--- src/rtl/beam_moments_calc.sv ---
// Per-frame beam-profile moments (thresholded sum, first moment, raw peak) over a
// 160-beat two-channel-per-word stream, emitted as a 4-word Avalon-ST result packet.
module beam_moments_calc #(
    parameter int                 NCH_WORDS = 160,
    parameter logic signed [15:0] THRESH    = 16'sd0
) (
    input  logic        clk,
    input  logic        rst_n,
    input  logic [31:0] data_in_data,
    input  logic        data_in_valid,
    output logic        data_in_ready,
    input  logic        data_in_startofpacket,
    input  logic        data_in_endofpacket,
    input  logic [1:0]  data_in_empty,
    output logic [31:0] result_data,
    output logic        result_valid,
    input  logic        result_ready,
    output logic        result_startofpacket,
    output logic        result_endofpacket,
    output logic [1:0]  result_empty
);
    localparam logic [8:0] NCH_LIM = 9'(NCH_WORDS);

    // S_LATCH is the one-cycle gap between the EOP beat landing and word 0 appearing.
    typedef enum logic [1:0] {S_ACC, S_LATCH, S_EMIT} state_t;

    state_t             state_reg, state_next;
    logic [1:0]         w_reg;
    logic signed [31:0] sum_reg, moment_reg;
    logic signed [15:0] peak_val_reg;
    logic [15:0]        peak_idx_reg;
    logic [8:0]         k_reg;
    logic               in_pkt_reg, restart_reg, long_reg, short_reg;
    logic [15:0]        frame_seq_reg;
    logic [31:0]        res_word_reg [4];

    logic sop, eop, beat_acc, beat_live, word_acc;
    logic unused_empty;

    assign sop           = data_in_startofpacket;
    assign eop           = data_in_endofpacket;
    assign data_in_ready = (state_reg == S_ACC);
    assign beat_acc      = data_in_valid && data_in_ready;
    assign beat_live     = beat_acc && (in_pkt_reg || sop);
    assign word_acc      = result_valid && result_ready;
    assign unused_empty  = ^data_in_empty;

    // An SOP beat starts from fresh accumulators rather than the registered ones.
    logic signed [31:0] sum_base, moment_base;
    logic signed [15:0] peak_val_base;
    logic [15:0]        peak_idx_base;
    logic [8:0]         k_base;

    assign sum_base      = sop ? 32'sd0 : sum_reg;
    assign moment_base   = sop ? 32'sd0 : moment_reg;
    assign peak_val_base = sop ? 16'sh8000 : peak_val_reg;
    assign peak_idx_base = sop ? 16'd0 : peak_idx_reg;
    assign k_base        = sop ? 9'd0 : k_reg;

    logic signed [15:0] samp     [2];
    logic signed [31:0] samp_thr [2];
    logic [15:0]        lane_idx [2];
    logic signed [31:0] lane_mom [2];

    assign samp[0] = data_in_data[31:16];
    assign samp[1] = data_in_data[15:0];

    genvar gi;
    generate
        for (gi = 0; gi < 2; gi++) begin : g_lane
            assign samp_thr[gi] = (samp[gi] > THRESH) ? 32'(samp[gi]) : 32'sd0;
            assign lane_idx[gi] = {6'd0, k_base, 1'(gi)};
            assign lane_mom[gi] = samp_thr[gi] * $signed({16'd0, lane_idx[gi]});
        end
    endgenerate

    logic               in_range;
    logic signed [31:0] sum_next, moment_next;
    logic signed [15:0] peak_val_next;
    logic [15:0]        peak_idx_next;
    logic [8:0]         k_next;

    always_comb begin
        in_range      = (k_base < NCH_LIM);
        sum_next      = sum_base;
        moment_next   = moment_base;
        peak_val_next = peak_val_base;
        peak_idx_next = peak_idx_base;
        k_next        = (k_base == 9'd511) ? k_base : k_base + 9'd1;
        if (in_range) begin
            sum_next    = sum_base + samp_thr[0] + samp_thr[1];
            moment_next = moment_base + lane_mom[0] + lane_mom[1];
            // Lane a is checked first so the lower channel index wins ties.
            if (samp[0] > peak_val_next) begin
                peak_val_next = samp[0];
                peak_idx_next = lane_idx[0];
            end
            if (samp[1] > peak_val_next) begin
                peak_val_next = samp[1];
                peak_idx_next = lane_idx[1];
            end
        end
    end

    always_comb begin
        state_next = state_reg;
        case (state_reg)
            S_ACC:   if (beat_live && eop) state_next = S_LATCH;
            S_LATCH: state_next = S_EMIT;
            S_EMIT:  if (word_acc && (w_reg == 2'd3)) state_next = S_ACC;
            default: state_next = S_ACC;
        endcase
    end

    always_ff @(posedge clk or negedge rst_n) begin
        if (!rst_n) begin
            state_reg <= S_ACC;
        end else begin
            state_reg <= state_next;
        end
    end

    always_ff @(posedge clk or negedge rst_n) begin
        if (!rst_n) begin
            w_reg         <= 2'd0;
            sum_reg       <= '0;
            moment_reg    <= '0;
            peak_val_reg  <= '0;
            peak_idx_reg  <= '0;
            k_reg         <= '0;
            in_pkt_reg    <= 1'b0;
            restart_reg   <= 1'b0;
            long_reg      <= 1'b0;
            short_reg     <= 1'b0;
            frame_seq_reg <= '0;
            for (int i = 0; i < 4; i++) res_word_reg[i] <= '0;
        end else begin
            if (beat_live) begin
                sum_reg      <= sum_next;
                moment_reg   <= moment_next;
                peak_val_reg <= peak_val_next;
                peak_idx_reg <= peak_idx_next;
                k_reg        <= k_next;
                in_pkt_reg   <= !eop;
                if (sop) restart_reg <= in_pkt_reg;
                long_reg     <= (sop ? 1'b0 : long_reg) | !in_range;
                short_reg    <= eop ? (k_next < NCH_LIM) : (sop ? 1'b0 : short_reg);
            end
            if (state_reg == S_LATCH) begin
                res_word_reg[0] <= sum_reg;
                res_word_reg[1] <= moment_reg;
                res_word_reg[2] <= {peak_idx_reg, peak_val_reg};
                res_word_reg[3] <= {frame_seq_reg, 13'd0, restart_reg, long_reg, short_reg};
                w_reg           <= 2'd0;
            end else if (word_acc) begin
                w_reg <= w_reg + 2'd1;
                if (w_reg == 2'd3) frame_seq_reg <= frame_seq_reg + 16'd1;
            end
        end
    end

    assign result_valid         = (state_reg == S_EMIT);
    assign result_data          = result_valid ? res_word_reg[w_reg] : 32'd0;
    assign result_startofpacket = result_valid && (w_reg == 2'd0);
    assign result_endofpacket   = result_valid && (w_reg == 2'd3);
    assign result_empty         = 2'd0;
endmodule

--- config.mk ---
export PLATFORM = sky130hd
export DESIGN_NAME = beam_moments_calc
export DESIGN_NICKNAME = d
export VERILOG_FILES = /design/src/rtl/beam_moments_calc.sv
export SDC_FILE = /design/constraint.sdc
export NUM_CORES = 1
export LEC_CHECK = 0
export ABC_AREA = 0
export CORE_AREA = 3 3 245 247
export DETAILED_ROUTE_END_ITERATION = 6
export DIE_AREA = 0 0 248 250
export SYNTH_ARGS = -nofsm -noshare
export SYNTH_HDL_FRONTEND = slang
export SYNTH_SLANG_ARGS = --single-unit
--- constraint.sdc ---
create_clock -name clk -period 13.04 [get_ports clk]
set_clock_uncertainty 0.05 [all_clocks]
set_input_delay 1.956 -clock clk [delete_from_list [all_inputs] [get_ports clk]]
set_output_delay 1.956 -clock clk [all_outputs]
set_load 0.03 [all_outputs]
==> summary.txt, run 1 <==
Routing
  • Residual DRC: 0
  • Wire length per cell: about 19 um
  • DR vias/cell: ~5.3
  • Routed wire length: 70900 um
  • Drt initial violations: 1160
  • Routed Antenna Nets: 0
  • TritonRoute pass-1 iters: 6
  • DR vias: 19.8k

Clocking
  • Num CTS Buffers: 24
  • Clock-pin transition on the worst setup and hold timing paths: 0.06 ns
  • Clock sink total: 244
  • H-tree Lvls: 1
  • TritonCTS clock tree: done
  • Clock latency on the worst-skew pair: between 0.5 and 0.6 ns
  • CTS Buffer Depth: 3
  • Root Buffer: clkbuf_16

Cells and area
  • Layout cells sized above 1: 10.2%
  • Antenna Cells: 0
  • Most frequent cells in the layout: inv_1 (441), fa_1 (367), nand2_1 (273)
  • Fillers: 5292
  • Number of flip-flops in the largest register: about 120
  • Finished Core Util: 52.4%
  • Commonest non-fill, non-tap cell in the layout: inv_1
  • Area grow syn2layout: 11.6%
  • Final nets: ~3.6k

Floorplan
  • Row count: 88
  • Core area: 57800 um^2
  • Die Wd: about 250 um
  • Starting Density: 46.9%
  • Die Y: between 200 and 300 um
  • Ports: 78
  • Total Die Area: roughly 62000 um^2

Worst setup path
  • CP max stage delay: 1.01 ns
  • RR Startpoint: k_reg[3]
  • Crit-path slowest cell: a2111oi_0
  • Register-to-Register Path Depth: 33
  • Cell mode on critical path: fa_1
  • WP data arrival: about 13 ns
  • Crit path launch: data_in_data[20]
  • Worst Path Required: 13.35 ns
  • Crit start category: input pin
  • Critical Path Sink Type: register
  • Crit path kind: in2reg
  • Largest fanout on the critical path: 6

Logic synthesis
  • Number of synthesized register bits: 244
  • Area leader, netlist: fa_1
  • Async SR Flop Fraction: 100%
  • Cells after synthesis: 2811
  • Mean post-synth cell area: 9.65 um^2
  • Register area share after synthesis: approximately 23%
  • Main area contributors after synthesis: fa_1 (27%), dfrtp_1 (23%), ha_1 (9.5%)
  • Unique masters post-synth: ~70
  • Warnings, synthesis: 0
  • Number of synthesized flops with an enable pin: 0
  • Synthesized area: between 20000 and 30000 um^2
  • Share of the synthesized area in the top cell type: between 20% and 30%
  • Most used DFF post-synth: dfrtp_1

Global route
  • Routing usage on met3: 2.15%
  • Global route overflow: 0
  • First-pass GRT wire length: 117000 um
  • Met1 layer usage reported by global route: 31.7%
  • Most used routing layer: met2
  • Total track usage: between 20% and 30%
  • Largest net degree at the start of global routing: between 150 and 200
  • Vias in the first global route: between 20k and 25k
  • Grt met2 use: 41.5%
  • Antenna violations before repair: 0

Flow run
  • Max-Cap Viols: 0

STA
  • Final Max Slew Viols: 0
  • Fin. Hold Viols: 0
  • Worst Tran Pin Value: 1.22 ns
  • Slew headroom: 16.6%
  • Period utilization: 94.9%
  • Fmax: just over 0.08 GHz
  • Fin crit period: 12.37 ns
  • Hold WS: roughly 0.42 ns
  • Setup violators final: 0

Placed design
  • IO buf count: 73
  • DP HPWL: around 57000 um
  • RePlAce Congestion: ~0.90

Worst hold path
  • Worst Hold Class: reg2reg
  • Hold-critical path depth: 1
  • Hold Startpoint: frame_seq_reg[15]

Run status
  • Status: finished clean
[synth_stat cells (4+ instances only)]
| cell type | n |
|---|---|
| inv_1 | 441 |
| fa_1 | 367 |
| nand2_1 | 273 |
| dfrtp_1 | 244 |
| nor2_1 | 231 |
| ha_1 | 207 |
| mux2_2 | 133 |
| clkbuf_1 | 116 |
| a21oi_1 | 98 |
| o21ai_0 | 95 |
| nor2b_1 | 79 |
| nand2b_1 | 61 |
| xnor2_1 | 56 |
| a21o_1 | 53 |
| xor2_1 | 37 |
| and2_1 | 28 |
| nand3_1 | 23 |
| mux2i_1 | 22 |
| o21ai_1 | 20 |
| mux4_2 | 19 |
| nor3_1 | 18 |
| o21a_1 | 17 |
| and3_1 | 14 |
| nand4_1 | 14 |
| a31oi_1 | 12 |
| o21bai_1 | 12 |
| o31ai_1 | 12 |
| nor4_1 | 11 |
| a211o_1 | 7 |
| a211oi_1 | 7 |
| a21boi_1 | 6 |
| a22o_1 | 5 |
| a21boi_0 | 4 |
| a41oi_1 | 4 |
| and4_1 | 4 |
| buf_1 | 4 |
| buf_2 | 4 |
| o211a_1 | 4 |
| o31a_1 | 4 |
[final timing paths]
kind                            slack, ns                end
worst min-delay path                 0.42  frame_seq_reg[15]
worst min register to register       0.42  frame_seq_reg[15]
min in group asynchronous            1.37      moment_reg[1]
worst max-delay path                 0.67     moment_reg[31]
max in group asynchronous           10.18   res_word_reg[78]
worst max register to register       2.45     moment_reg[31]
[worst max-delay path: cells and delay by family]
family	cells	cell delay [ns]
AND/OR/NAND/NOR	4	0.92
XOR/XNOR	2	0.41
buffers and inverters	11	1.59
AO/OA/AOI/OAI	11	2.94
adder cells (fa/ha/maj)	11	4.86
[metal layers]
| metal | share of wire [%] | wire length [um] |
|---|---|---|
| met1 | 43 | 30200 |
| met2 | 50 | 35200 |
| met3 | 4.0 | 2830 |
| met4 | 3.7 | 2640 |
| met5 | 0 | 0 |
[metrics by stage]
step	setup TNS, ns	instance area [um^2]	worst slack [ns]	cells
6_report	0	30300	0.670	3751
3_5_place_dp	0	29400	0.174	3709
3_3_place_gp	0	29400	0.166	3709
5_1_grt	-0.0272	30300	-0.0272	3751
2_1_floorplan	0	27500	1.19	2906
4_1_cts	0	30300	0.657	3751
[cell families (layout without fill, tap and decap cells)]
family | count (synthesis) | after routing | synth area share [%]
and+or+nand+nor | 770 | 770 | 13.0
DFF | 244 | 244 | 22.5
AOI/OAI and AO/OA | 382 | 382 | 8.92
adders and majority gates | 574 | 574 | 36.6
buffers and inverters | 570 | 650 | 7.93
other | 2 | 97 | 0.0277
xor gates and xnor gates | 93 | 93 | 3.00
muxes | 176 | 176 | 7.99
[layout make-up]
cell class / count / area (um^2) / share of cell area [%]
clock buffers: 33 / 706 / 2.33
clock inverters: 9 / 151 / 0.500
inverters: 444 / 1670 / 5.50
multi-input cells: 2092 / 19300 / 63.6
flip-flops and latches: 244 / 6110 / 20.2
well taps: 765 / 957 / 3.16
repair buffers: 164 / 1430 / 4.71
[timing repair]
item	4_1_cts	5_1_grt
buffers inserted	0	0
resized for setup	0	2
hold buffers	0	0
endpoints found under the hold margin	0	0
endpoints found under the setup margin	0	3
Power of run 1 is left out: the tool's default activity adds up to more than one toggle a clock period on the data nets, which glitch-free logic cannot reach.
==> run 2, diff against run 1 <==
--- a/config.mk
+++ b/config.mk
@@ -7,8 +7,10 @@
 export LEC_CHECK = 0
 export ABC_AREA = 0
 export CORE_AREA = 3 3 245 247
+export CTS_BUF_LIST = sky130_fd_sc_hd__clkbuf_4 sky130_fd_sc_hd__clkbuf_8
 export DETAILED_ROUTE_END_ITERATION = 6
 export DIE_AREA = 0 0 248 250
+export RECOVER_POWER = 50
 export SYNTH_ARGS = -nofsm -noshare
 export SYNTH_HDL_FRONTEND = slang
 export SYNTH_SLANG_ARGS = --single-unit
==> summary.txt, run 2 (synthesis results as in run 1) <==
Cells and area
  • Antenna Cells: 0
  • Commonest non-fill, non-tap cell in the layout: inv_1
  • Area grow syn2layout: 11.3%
  • Finished Core Util: 52.2%
  • Post-route insts no fill: 3773
  • Layout cells sized above 1: a little over a tenth
  • Most frequent cells in the layout: inv_1 (441), fa_1 (367), nand2_1 (273)
  • Number of flip-flops in the largest register: 115
  • Final nets: 3598

STA
  • Worst Tran Pin Value: roughly 4.7 ns
  • Setup_tns: 0 ns
  • Fin. Hold Viols: 0
  • Fmax: 0.0810 GHz
  • Final Max Slew Viols: 366
  • Setup violators final: 0
  • Period utilization: 94.7%
  • Fin crit period: ~12 ns
  • Slew headroom: -212%

Clocking
  • Num CTS Buffers: 38
  • Clock latency on the worst-skew pair: 0.57 ns
  • TritonCTS clock tree: done
  • H-tree Lvls: 2
  • Clock-pin transition on the worst setup and hold timing paths: 0.07 ns
  • Root Buffer: clkbuf_8
  • CTS Buffer Depth: 3
  • Clock sink total: 244

Floorplan
  • Total Die Area: 62000 um^2
  • Starting Density: 46.9%
  • Core area: approximately 58000 um^2
  • Ports: 78
  • Row count: 88
  • Die Wd: between 200 and 250 um
  • Die Y: 250 um

Global route
  • Total track usage: between 20 and 25%
  • Vias in the first global route: around 22k
  • Global route overflow: 0
  • Antenna violations before repair: 0
  • First-pass GRT wire length: 117000 um
  • Largest net degree at the start of global routing: around 160

Placed design
  • IO buf count: 73
  • DP HPWL: roughly 57000 um
  • Placed Cells: between 3k and 4k
  • RePlAce Congestion: 0.903

Run status
  • Failing checks: design-rule violations, max-capacitance violations, max-slew violations
  • Status: finished, violations left

Worst setup path
  • Worst R2R End: moment_reg[31]
  • Register-to-Register Path Depth: 33
  • Critical Path Sink Type: register
  • CP max stage delay: 0.57 ns
  • CP Buf/Inv Count: 9
  • Largest fanout on the critical path: 6
  • Crit-path slowest cell: fa_1
  • FF-to-FF setup slack: ~2.6 ns
  • WP data arrival: 12.68 ns
  • Worst Path Required: 13.38 ns
  • Cell mode on critical path: fa_1
  • RR Startpoint: k_reg[3]
  • Crit path kind: in2reg
  • Top delay family on crit path: adder cells
  • Crit start category: input pin

Worst hold path
  • Hold Startpoint: frame_seq_reg[15]
  • Worst Hold Class: reg2reg
  • Hold-critical path depth: 1
  • Worst Hold End: frame_seq_reg[15]

Routing
  • Routed Antenna Nets: 0
  • DR vias: 20.0k
  • TritonRoute pass-1 iters: 7
  • Routed wire length: 71100 um
  • Drt initial violations: 1152
  • Residual DRC: 2
  • DR vias/cell: 5.29
  • Wire length per cell: 18.8 um

Flow run
  • Max-Cap Viols: 4
[run 2: final cells by class]
class,count,area (um^2)
fillers,5340,27600
multi-input cells,2092,19300
clock inverters,8,77.6
flip-flops and latches,244,6110
well taps,765,957
clock buffers,56,721
inverters,444,1670
repair buffers,164,1390
[run 2: worst max path at each step]
| stage | start | end | slack [ns] | cells after the start |
|---|---|---|---|---|
| floorplan | data_in_startofpacket | moment_reg[31] | 1.19 | 43 |
| global placement | data_in_data[17] | moment_reg[31] | 0.17 | 39 |
| detailed placement | data_in_data[17] | moment_reg[31] | 0.17 | 42 |
| CTS | data_in_data[17] | moment_reg[31] | 0.68 | 42 |
| global route | data_in_data[20] | moment_reg[30] | -0.002 | 45 |
| finish | data_in_data[20] | moment_reg[31] | 0.70 | 42 |
[run 2: repair_timing]
action | in CTS | in global routing
gates resized for setup | 0 | 2
setup buffers | 0 | 0
hold buffers | 0 | 0
setup endpoints to repair | 0 | 3
[run 2: stage by stage]
stage	setup WS (ns)	hold slack, ns	cell area, um^2
CTS	0.677	0.426	30200
global placement	0.166	0.411	29400
finish	0.697	0.418	30200
detailed placement	0.174	0.407	29400
floorplan	1.19	0.390	27500
global route	-0.00186	0.451	30200
[run 2: worst reg2reg max path, delay by kind of cell (launching register included)]
family          cells  cell delay [ns]
fa+ha+maj          11             5.00
simple gates        5             1.10
flops               1             0.46
xor+xnor            2             0.41
buf+inv             7             0.93
compound gates      8             2.33
[run 2: metal layers]
layer,track usage [%],routed length (um)
met1,31.8,30400
met2,41.3,35000
met3,2.41,2890
met4,7.97,2780
met5,0,0
Power of run 2 is left out for the same reason.
